### config.mk
export PLATFORM = sky130hd
export DESIGN_NAME = alu_muldiv_seq
export DESIGN_NICKNAME = d
export VERILOG_FILES = /design/src/rtl/alu_pkg.sv /design/src/rtl/ALU.sv /design/src/rtl/alu_muldiv_seq.sv
export SDC_FILE = /design/constraint.sdc
export NUM_CORES = 1
export LEC_CHECK = 0
export ABC_AREA = 1
export CAP_MARGIN = 20
export CELL_PAD_IN_SITES_DETAIL_PLACEMENT = 2
export CELL_PAD_IN_SITES_GLOBAL_PLACEMENT = 2
export CORE_UTILIZATION = 36
export DETAILED_ROUTE_END_ITERATION = 7
export DONT_BUFFER_PORTS = 1
export HOLD_SLACK_MARGIN = 0.06
export PLACE_DENSITY = 0.83
export SLEW_MARGIN = 20
export SYNTH_ARGS = -nofsm -noshare
export SYNTH_HDL_FRONTEND = slang
export SYNTH_HIERARCHICAL = 1
export SYNTH_SLANG_ARGS = --single-unit
export TNS_END_PERCENT = 10
### constraint.sdc
create_clock -name clk -period 4.6 [get_ports clk]
set_clock_uncertainty 0.1 [all_clocks]
set_input_delay 0.92 -clock clk [delete_from_list [all_inputs] [get_ports clk]]
set_output_delay 0.92 -clock clk [all_outputs]
set_load 0.01 [all_outputs]
### src/rtl/alu_pkg.sv
// Shared ALU control codes, sequencer op encoding and state type for alu_muldiv_seq.
package alu_pkg;
   localparam logic [3:0] ALU_AND = 4'b0000;
   localparam logic [3:0] ALU_OR  = 4'b0001;
   localparam logic [3:0] ALU_ADD = 4'b0010;
   localparam logic [3:0] ALU_SUB = 4'b0110;
   localparam logic [3:0] ALU_SLT = 4'b0111;
   localparam logic [3:0] ALU_NOR = 4'b1100;

   localparam logic OP_MUL  = 1'b0;
   localparam logic OP_DIVU = 1'b1;

   typedef enum logic [2:0] {
      S_IDLE,
      S_MUL,
      S_DCMP,
      S_DSUB,
      S_DONE
   } seq_state_t;
endpackage

### src/rtl/ALU.sv
// Single-cycle 32-bit ALU; SLT is an unsigned compare.
module ALU
   import alu_pkg::*;
(
   input  logic [3:0]  ctrl,
   input  logic [31:0] a,
   input  logic [31:0] b,
   output logic [31:0] result,
   output logic        zero
);
   always_comb begin
      result = '0;
      case (ctrl)
         ALU_AND: result = a & b;
         ALU_OR:  result = a | b;
         ALU_ADD: result = a + b;
         ALU_SUB: result = a - b;
         ALU_SLT: result = {31'd0, (a < b)};
         ALU_NOR: result = ~(a | b);
         default: result = '0;
      endcase
   end

   assign zero = (result == '0);
endmodule

### src/rtl/alu_muldiv_seq.sv
// Multi-cycle unsigned MUL (low word) / DIVU sequencer driving one private ALU,
// one ALU operation per cycle: shift-add multiply and restoring division.
module alu_muldiv_seq
   import alu_pkg::*;
#(
   parameter int WIDTH = 32
) (
   input  logic             clk,
   input  logic             rst_n,
   input  logic             start,
   input  logic             op,
   input  logic [WIDTH-1:0] opa,
   input  logic [WIDTH-1:0] opb,
   output logic             busy,
   output logic             done,
   output logic [WIDTH-1:0] result_lo,
   output logic [WIDTH-1:0] result_hi
);
   seq_state_t state, nstate;

   logic [WIDTH-1:0] acc, mc, mp;
   logic [WIDTH-1:0] rem, quo, dvs;
   logic             ovf, lt;
   logic [4:0]       cnt;

   logic [3:0]       alu_ctrl;
   logic [WIDTH-1:0] alu_a, alu_b, alu_res;
   logic             unused_zero;

   logic             accept, last;
   logic [WIDTH-1:0] rem_sh, rem_n, quo_n;

   ALU u_alu (
      .ctrl   (alu_ctrl),
      .a      (alu_a),
      .b      (alu_b),
      .result (alu_res),
      .zero   (unused_zero)
   );

   assign accept = start && (state == S_IDLE || state == S_DONE);
   assign last   = (cnt == 5'd31);
   assign rem_sh = {rem[WIDTH-2:0], quo[WIDTH-1]};
   assign busy   = (state == S_MUL) || (state == S_DCMP) || (state == S_DSUB);
   assign done   = (state == S_DONE);

   // Restoring step: subtract when the shifted remainder overflowed 32 bits
   // (so it certainly exceeds the divisor) or when it is not below the divisor.
   always_comb begin
      rem_n = rem;
      quo_n = quo;
      if (ovf || !lt) begin
         rem_n = alu_res;
         quo_n = quo | {{(WIDTH-1){1'b0}}, 1'b1};
      end
   end

   always_ff @(posedge clk or negedge rst_n) begin
      if (!rst_n) state <= S_IDLE;
      else        state <= nstate;
   end

   always_comb begin
      nstate   = state;
      alu_ctrl = ALU_ADD;
      alu_a    = '0;
      alu_b    = '0;
      case (state)
         S_IDLE, S_DONE: begin
            nstate = S_IDLE;
            if (accept) begin
               if (op == OP_MUL)  nstate = S_MUL;
               else if (opb == '0) nstate = S_DONE;
               else               nstate = S_DCMP;
            end
         end
         S_MUL: begin
            alu_a = acc;
            alu_b = mp[0] ? mc : '0;
            if (last) nstate = S_DONE;
         end
         S_DCMP: begin
            alu_ctrl = ALU_SLT;
            alu_a    = rem_sh;
            alu_b    = dvs;
            nstate   = S_DSUB;
         end
         S_DSUB: begin
            alu_ctrl = ALU_SUB;
            alu_a    = rem;
            alu_b    = dvs;
            nstate   = last ? S_DONE : S_DCMP;
         end
         default: nstate = S_IDLE;
      endcase
   end

   always_ff @(posedge clk or negedge rst_n) begin
      if (!rst_n) begin
         acc       <= '0;
         mc        <= '0;
         mp        <= '0;
         rem       <= '0;
         quo       <= '0;
         dvs       <= '0;
         ovf       <= 1'b0;
         lt        <= 1'b0;
         cnt       <= '0;
         result_lo <= '0;
         result_hi <= '0;
      end else begin
         case (state)
            S_IDLE, S_DONE: begin
               if (accept) begin
                  result_lo <= '0;
                  result_hi <= '0;
                  cnt       <= '0;
                  if (op == OP_MUL) begin
                     acc <= '0;
                     mc  <= opa;
                     mp  <= opb;
                  end else if (opb == '0) begin
                     result_lo <= '1;
                     result_hi <= opa;
                  end else begin
                     rem <= '0;
                     quo <= opa;
                     dvs <= opb;
                  end
               end
            end
            S_MUL: begin
               acc <= alu_res;
               mc  <= {mc[WIDTH-2:0], 1'b0};
               mp  <= {1'b0, mp[WIDTH-1:1]};
               cnt <= cnt + 5'd1;
               if (last) result_lo <= alu_res;
            end
            S_DCMP: begin
               // rem holds the shifted remainder through DSUB
               rem <= rem_sh;
               quo <= {quo[WIDTH-2:0], 1'b0};
               ovf <= rem[WIDTH-1];
               lt  <= alu_res[0];
            end
            S_DSUB: begin
               rem <= rem_n;
               quo <= quo_n;
               cnt <= cnt + 5'd1;
               if (last) begin
                  result_lo <= quo_n;
                  result_hi <= rem_n;
               end
            end
            default: ;
         endcase
      end
   end
endmodule

# --- Yosys cells after proc, flatten, opt, wreduce, memory -nomap -nowiden ---
# Cells that the tools add are included.
op_classes:
  addsub: 3
  n_eq_ne: 16
  reduce_logical: 23
  muxes: 43
  order_cmp: 1
  n_bitwise: 4
ops:
  columns: ["operator", "count"]
  rows:
  - ["$mux W32", 23]
  - ["$pmux W32 S3", 4]
  - ["$pmux W32 S2", 5]
  - ["$pmux W32 S6", 1]
  - ["$add A32 B32 Y32", 1]
  - ["$and A32 B32 Y32", 1]
  - ["$logic_not A32 Y1", 1]
  - ["$lt A32 B32 Y1", 1]
  - ["$not A32 Y32", 1]
  - ["$or A32 B32 Y32", 1]
  - ["$sub A32 B32 Y32", 1]
  - ["$mux W3", 5]
  - ["$ne A2 B2 Y1 const B", 6]
  - ["$pmux W3 S4", 1]
  - ["$reduce_and A4 Y1", 3]
  - ["$pmux W5 S2", 1]
  - ["$eq A3 B2 Y1 const B", 3]
  - ["$eq A3 B3 Y1 const B", 3]
  - ["$eq A3 B1 Y1 const B", 2]
  - ["$pmux W3 S2", 1]
  - ["$reduce_and A3 Y1", 2]
  - ["$reduce_bool A2 Y1", 3]
  - ["$reduce_bool A3 Y1", 2]
  - ["$reduce_or A2 Y1", 3]
  - ["other kinds (12)", 15]
word_totals:
  input_bits: 68
  word_cells: 102
  reg_bits: 266

# --- Logic depth before layout (Yosys ltp) ---
depth:
  word_depth: 9
  mapped_depth: 30
  depth_no_buf: 27

# --- By module ---
# Netlist, hierarchy kept.
by_module_without_submodules:
  columns: ["module", "cells_each", "instances", "seq_area_each_um2", "area_per_inst_um2"]
  rows:
  - ["alu_muldiv_seq", 1714, 1, 6656.4, 13312.8]
  - ["ALU", 1427, 1, 0.0, 6955.4]

# --- Worst setup path before layout ---
# Ideal clock, no wire load.
synth_path:
  kind: "reg-to-reg"
  start: "register state[2]"
  end: "register result_hi[24]"
  arrival_ns: 3.548
  stages_incl_launch_ff: 29
  path_buffers: 2
  slack_ns: 0.830
  setup_time_ns: 0.122
  path_cell_list: "dfrtp_1 > nor2_4 > nand2_1 > inv_2 > buf_2 > buf_2 > nand2_1 > o21ai_0 > ha_1 > inv_1 > fa_1 > inv_1 > nand3_1 > nand2_1 > nand3_1 > nand3_1 > nand2_1 > nand2_1 > nand2_1 > nand2_1 > nand2_1 > nand3_1 > nand2_1 > nor2_1 > inv_1 > o211ai_1 > nand2_1 > inv_1 > a21oi_1"
synth_lines:
  columns: ["element", "line", "source"]
  rows:
  - ["from (decl)", "alu_muldiv_seq.sv:19", "seq_state_t state, nstate;"]
  - ["from (signal assigned)", "alu_muldiv_seq.sv:60", "else state <= nstate;"]
  - ["$eq A3 B2 Y1", "alu_muldiv_seq.sv:68", "case (state)"]
  - ["$reduce_or A2 Y1 (no source line)", null, null]
  - ["$pmux W32 S2 *", "alu_muldiv_seq.sv:68", null]
  - ["net alu_b[0]", "alu_muldiv_seq.sv:27", "logic [WIDTH-1:0] alu_a, alu_b, alu_res;"]
  - ["$sub A32 B32 Y32 or $add A32 B32 Y32 (tied branches)", "ALU.sv:17, ALU.sv:16", null]
  - ["$pmux W32 S6 *", "ALU.sv:13", "case (ctrl)"]
  - ["net alu_res[24]", "alu_muldiv_seq.sv:27", null]
  - ["$mux W32 *", "alu_muldiv_seq.sv:52", "if (ovf || !lt) begin"]
  - ["$mux W32 *", "alu_muldiv_seq.sv:150", "if (last) begin"]
  - ["$pmux W32 S2 *", "alu_muldiv_seq.sv:112", "case (state)"]
  - ["to (signal assigned)", "alu_muldiv_seq.sv:124", "result_hi <= opa;"]
  - ["to (signal assigned)", "alu_muldiv_seq.sv:152", "result_hi <= rem_n;"]
  - ["to (decl)", "alu_muldiv_seq.sv:17", "output logic [WIDTH-1:0] result_hi"]
# The timed path passes the listed nets; every way through them passes the cells marked *. The select of a mux whose other input is x is not followed.
# A chain may end at the register's enable or synchronous reset.

# --- Worst setup path after layout ---
layout_path:
  start: "register state[0]"
  end: "register result_lo[31]"
layout_lines:
  columns: ["element", "line", "source"]
  rows:
  - ["$eq A3 B2 Y1", "alu_muldiv_seq.sv:68", null]
  - ["$reduce_or A2 Y1 (no source line)", null, null]
  - ["$pmux W32 S2 *", "alu_muldiv_seq.sv:68", null]
  - ["net alu_b[14]", "alu_muldiv_seq.sv:27", null]
  - ["$sub A32 B32 Y32 or $add A32 B32 Y32 (tied branches)", "ALU.sv:17, ALU.sv:16", null]
  - ["$pmux W32 S6 *", "ALU.sv:13", null]
  - ["net alu_res[31]", "alu_muldiv_seq.sv:27", null]
  - ["$mux W32 *", "alu_muldiv_seq.sv:137", "if (last) result_lo <= alu_res;"]
  - ["$pmux W32 S3 *", "alu_muldiv_seq.sv:112", null]
  - ["to (signal assigned)", "alu_muldiv_seq.sv:137", null]
  - ["to (signal assigned)", "alu_muldiv_seq.sv:151", "result_lo <= quo_n;"]
  - ["to (decl)", "alu_muldiv_seq.sv:16", "output logic [WIDTH-1:0] result_lo,"]
# Marks and branches as above.

==> reports/metrics.yaml <==
power_and_ir_drop:
  power_density_nw_per_um2: 863.5
  power.leakage_uw: 0.01162
  peakVddDrop_v: 0.0004745
outcome:
  violations: "hold timing, setup timing"
  status: "complete, but fails checks"
sta:
  layout_min_cycle_time_ns: 4.733
  rsz0062_at_grt: "yes"
  holdWs_ns: -0.06409
  drv_slew: 0
  fin_ws_ns: -0.1325
  max_slew_margin: 0.04366
  hold_viol: 52
  setup_viol: 10
  max_freq_mhz: 211.3
  tightest_slew_ns: 1.431
  fin_crit_sh: 1.029
routing:
  wl_met1_um: 44100
  vias_per_cell: 5.868
  drc: 0
  antenna_violating_nets_post_route: 0
  met3_length_um: 7917
  first_pass_iters: 5
  dr.max_layer_used: "met5"
  wire_per_inst_um: 27.98
  drt_wl_total_um: 108700
  drt-initial-drc-count: 1999
  vias: 22799
  routed-wl-met2_um: 51630
clocking:
  ctsLongestPathBuffers: 3
  cts_tree: "built"
  path_clk_slew_ns: 0.08
  clk-insertion-delay-late_ns: 0.59
  cts_buffers: 29
  cts.sinks: 266
  htree_levels: 1
  cts_root_buffer: "clkbuf_16"
cells_and_area:
  design_area_sq_um: 22720
  n_antenna_cell: 0
  fill_cells: 6609
  multi_input_area_sq_um: 11030
  layout-drive-gt1-share: 0.08511
  seq_area_sq_um: 6658
  nets: 3289
  synthToLayoutAreaGrowth_pct: 12.68
global_routing:
  grt_first_pass_wirelength_um: 146000
  gr-total-overflow: 0
  antenna_found_initial: 1
  grt_pass1_vias: 23813
  gr-usage-all-layers: 0.3337
  grt_max_degree: 267
yosys:
  syn_inst: 3115
  yosysWarnings: 6
  syn_area_per_cell_sq_um: 6.473
  netlist_area_sq_um: 20160
place:
  gp_congestion: 0.9377
  place_hpwl_um: 68360
  post_dp_cell_area_sq_um: 21340
  port-buffer-count: 0
floorplanning:
  die-area_sq_um: 56960
  core_sq_um: 55200
  boundaryPins: 134
  die_w_um: 238.7
  start_util: 0.3653
  rows: 86
  die_h_um: 238.7
setup_path:
  end_kind: "register"
  worstSetupPathType: "register to register"
  path_max_fanout: 19
  cp.required_ns: 4.96
  critPathArrivalTime_ns: 5.09
  startpoint_type: "register"
run:
  maxCapViolCount: 0
hold_path:
  hp-class: "primary input to asynchronous set/reset pin"
[layout make-up]
cell class                      instances  area share
Multi-Input combinational cell       2130      0.4854
Inverter                              569     0.09401
Timing Repair Buffer                  120     0.04362
Clock buffer                           44     0.03839
Clock inverter                          8    0.004351
Sequential cell                       266      0.2930
Tap cell                              748     0.04119
[final timing paths]
| check | from | to | slack [ns] | depth (start not counted) |
|---|---|---|---|---|
| worst max-delay path | state[0] | result_lo[31] | -0.13 | 27 |
| worst min-delay path | rst_n | dvs[4] | -0.06 | 0 |
| worst max register to register | state[0] | result_lo[31] | -0.13 | 27 |
| worst min register to register | dvs[11] | dvs[11] | 0.42 | 2 |
| max in group asynchronous | rst_n | acc[11] | 3.90 | 0 |
| min in group clk | opb[24] | dvs[24] | 0.39 | 2 |
[per-layer routing]
metal,vias to the layer above,GRT usage
li1,9799,-
met1,11645,0.4350
met2,1013,0.5750
met3,340,0.03661
met4,2,0.1063
met5,-,0
[critical path, cell delays in order, from the launching register on]
cell	delay [ns]
dfrtp_1	0.44
inv_2	0.10
nor2_4	0.16
nand2_4	0.10
inv_2	0.12
buf_12	0.18
nand2_1	0.08
o21ai_0	0.37
buf_4	0.23
inv_1	0.07
ha_1	0.47
nand2_2	0.14
nor2_2	0.21
nand2_1	0.11
inv_1	0.07
nand2_1	0.08
nand2_1	0.13
nand2_1	0.09
nand2_1	0.06
nand2_1	0.05
nand3_1	0.15
nand2_1	0.11
nor2_2	0.15
inv_1	0.10
inv_1	0.10
o21ai_0	0.15
a21oi_1	0.34
a21oi_1	0.12
[placed cells by master, fill, tap and decap left out, types with 14 or more instances in the layout]
cell type and n:
a21oi_1 146, a221oi_1 23, a22o_1 22, a31oi_1 32, buf_4 110, clkbuf_16 29, dfrtp_1 265, ha_1 87
inv_1 559, nand2_1 935, nand3_1 164, nand4_1 48, nor2_1 286, nor2_2 24, o211ai_1 65, o21ai_0 130
o21ai_1 14, o221ai_1 16, o221ai_2 14, o22ai_1 33
[report_power, final]
part           total (uW)  switching (uW)  internal, uW
logic               12500            8930          3550
clock network        2570            1150          1420
registers            4570            1160          3410
total               19600           11200          8380
[metrics by stage]
step	total power (uW)	util	cells	TNS, ns	worst slack (ns)
3_5_place_dp	15320	0.3865	3829	-0.1593	-0.05768
3_3_place_gp	14650	0.3865	3829	0	0.09330
6_report	19620	0.4116	3885	-0.5200	-0.1325
2_1_floorplan	11190	-	3120	0	0.8757
5_1_grt	20580	0.4116	3885	-6.065	-0.2860
4_1_cts	18340	0.4057	3882	-0.004424	-0.004424
[state kept, by name, summed over array words and instances (netlist names)]
name and flops:
lt 1, ovf 1, rem 32, state 3
cnt 5, dvs 32, mp 32, result_lo 32
quo 32, result_hi 32, mc 32, acc 32
[what timing repair did]
item                                    4_1_cts  5_1_grt
gates cloned                                  0        0
endpoints found under the setup margin       31       58
pin swaps                                     2        7
endpoints found under the hold margin       266      266
resized for setup                            23       66
buffers inserted                              1        3
No activity file was read; power rests on OpenSTA's default activity.
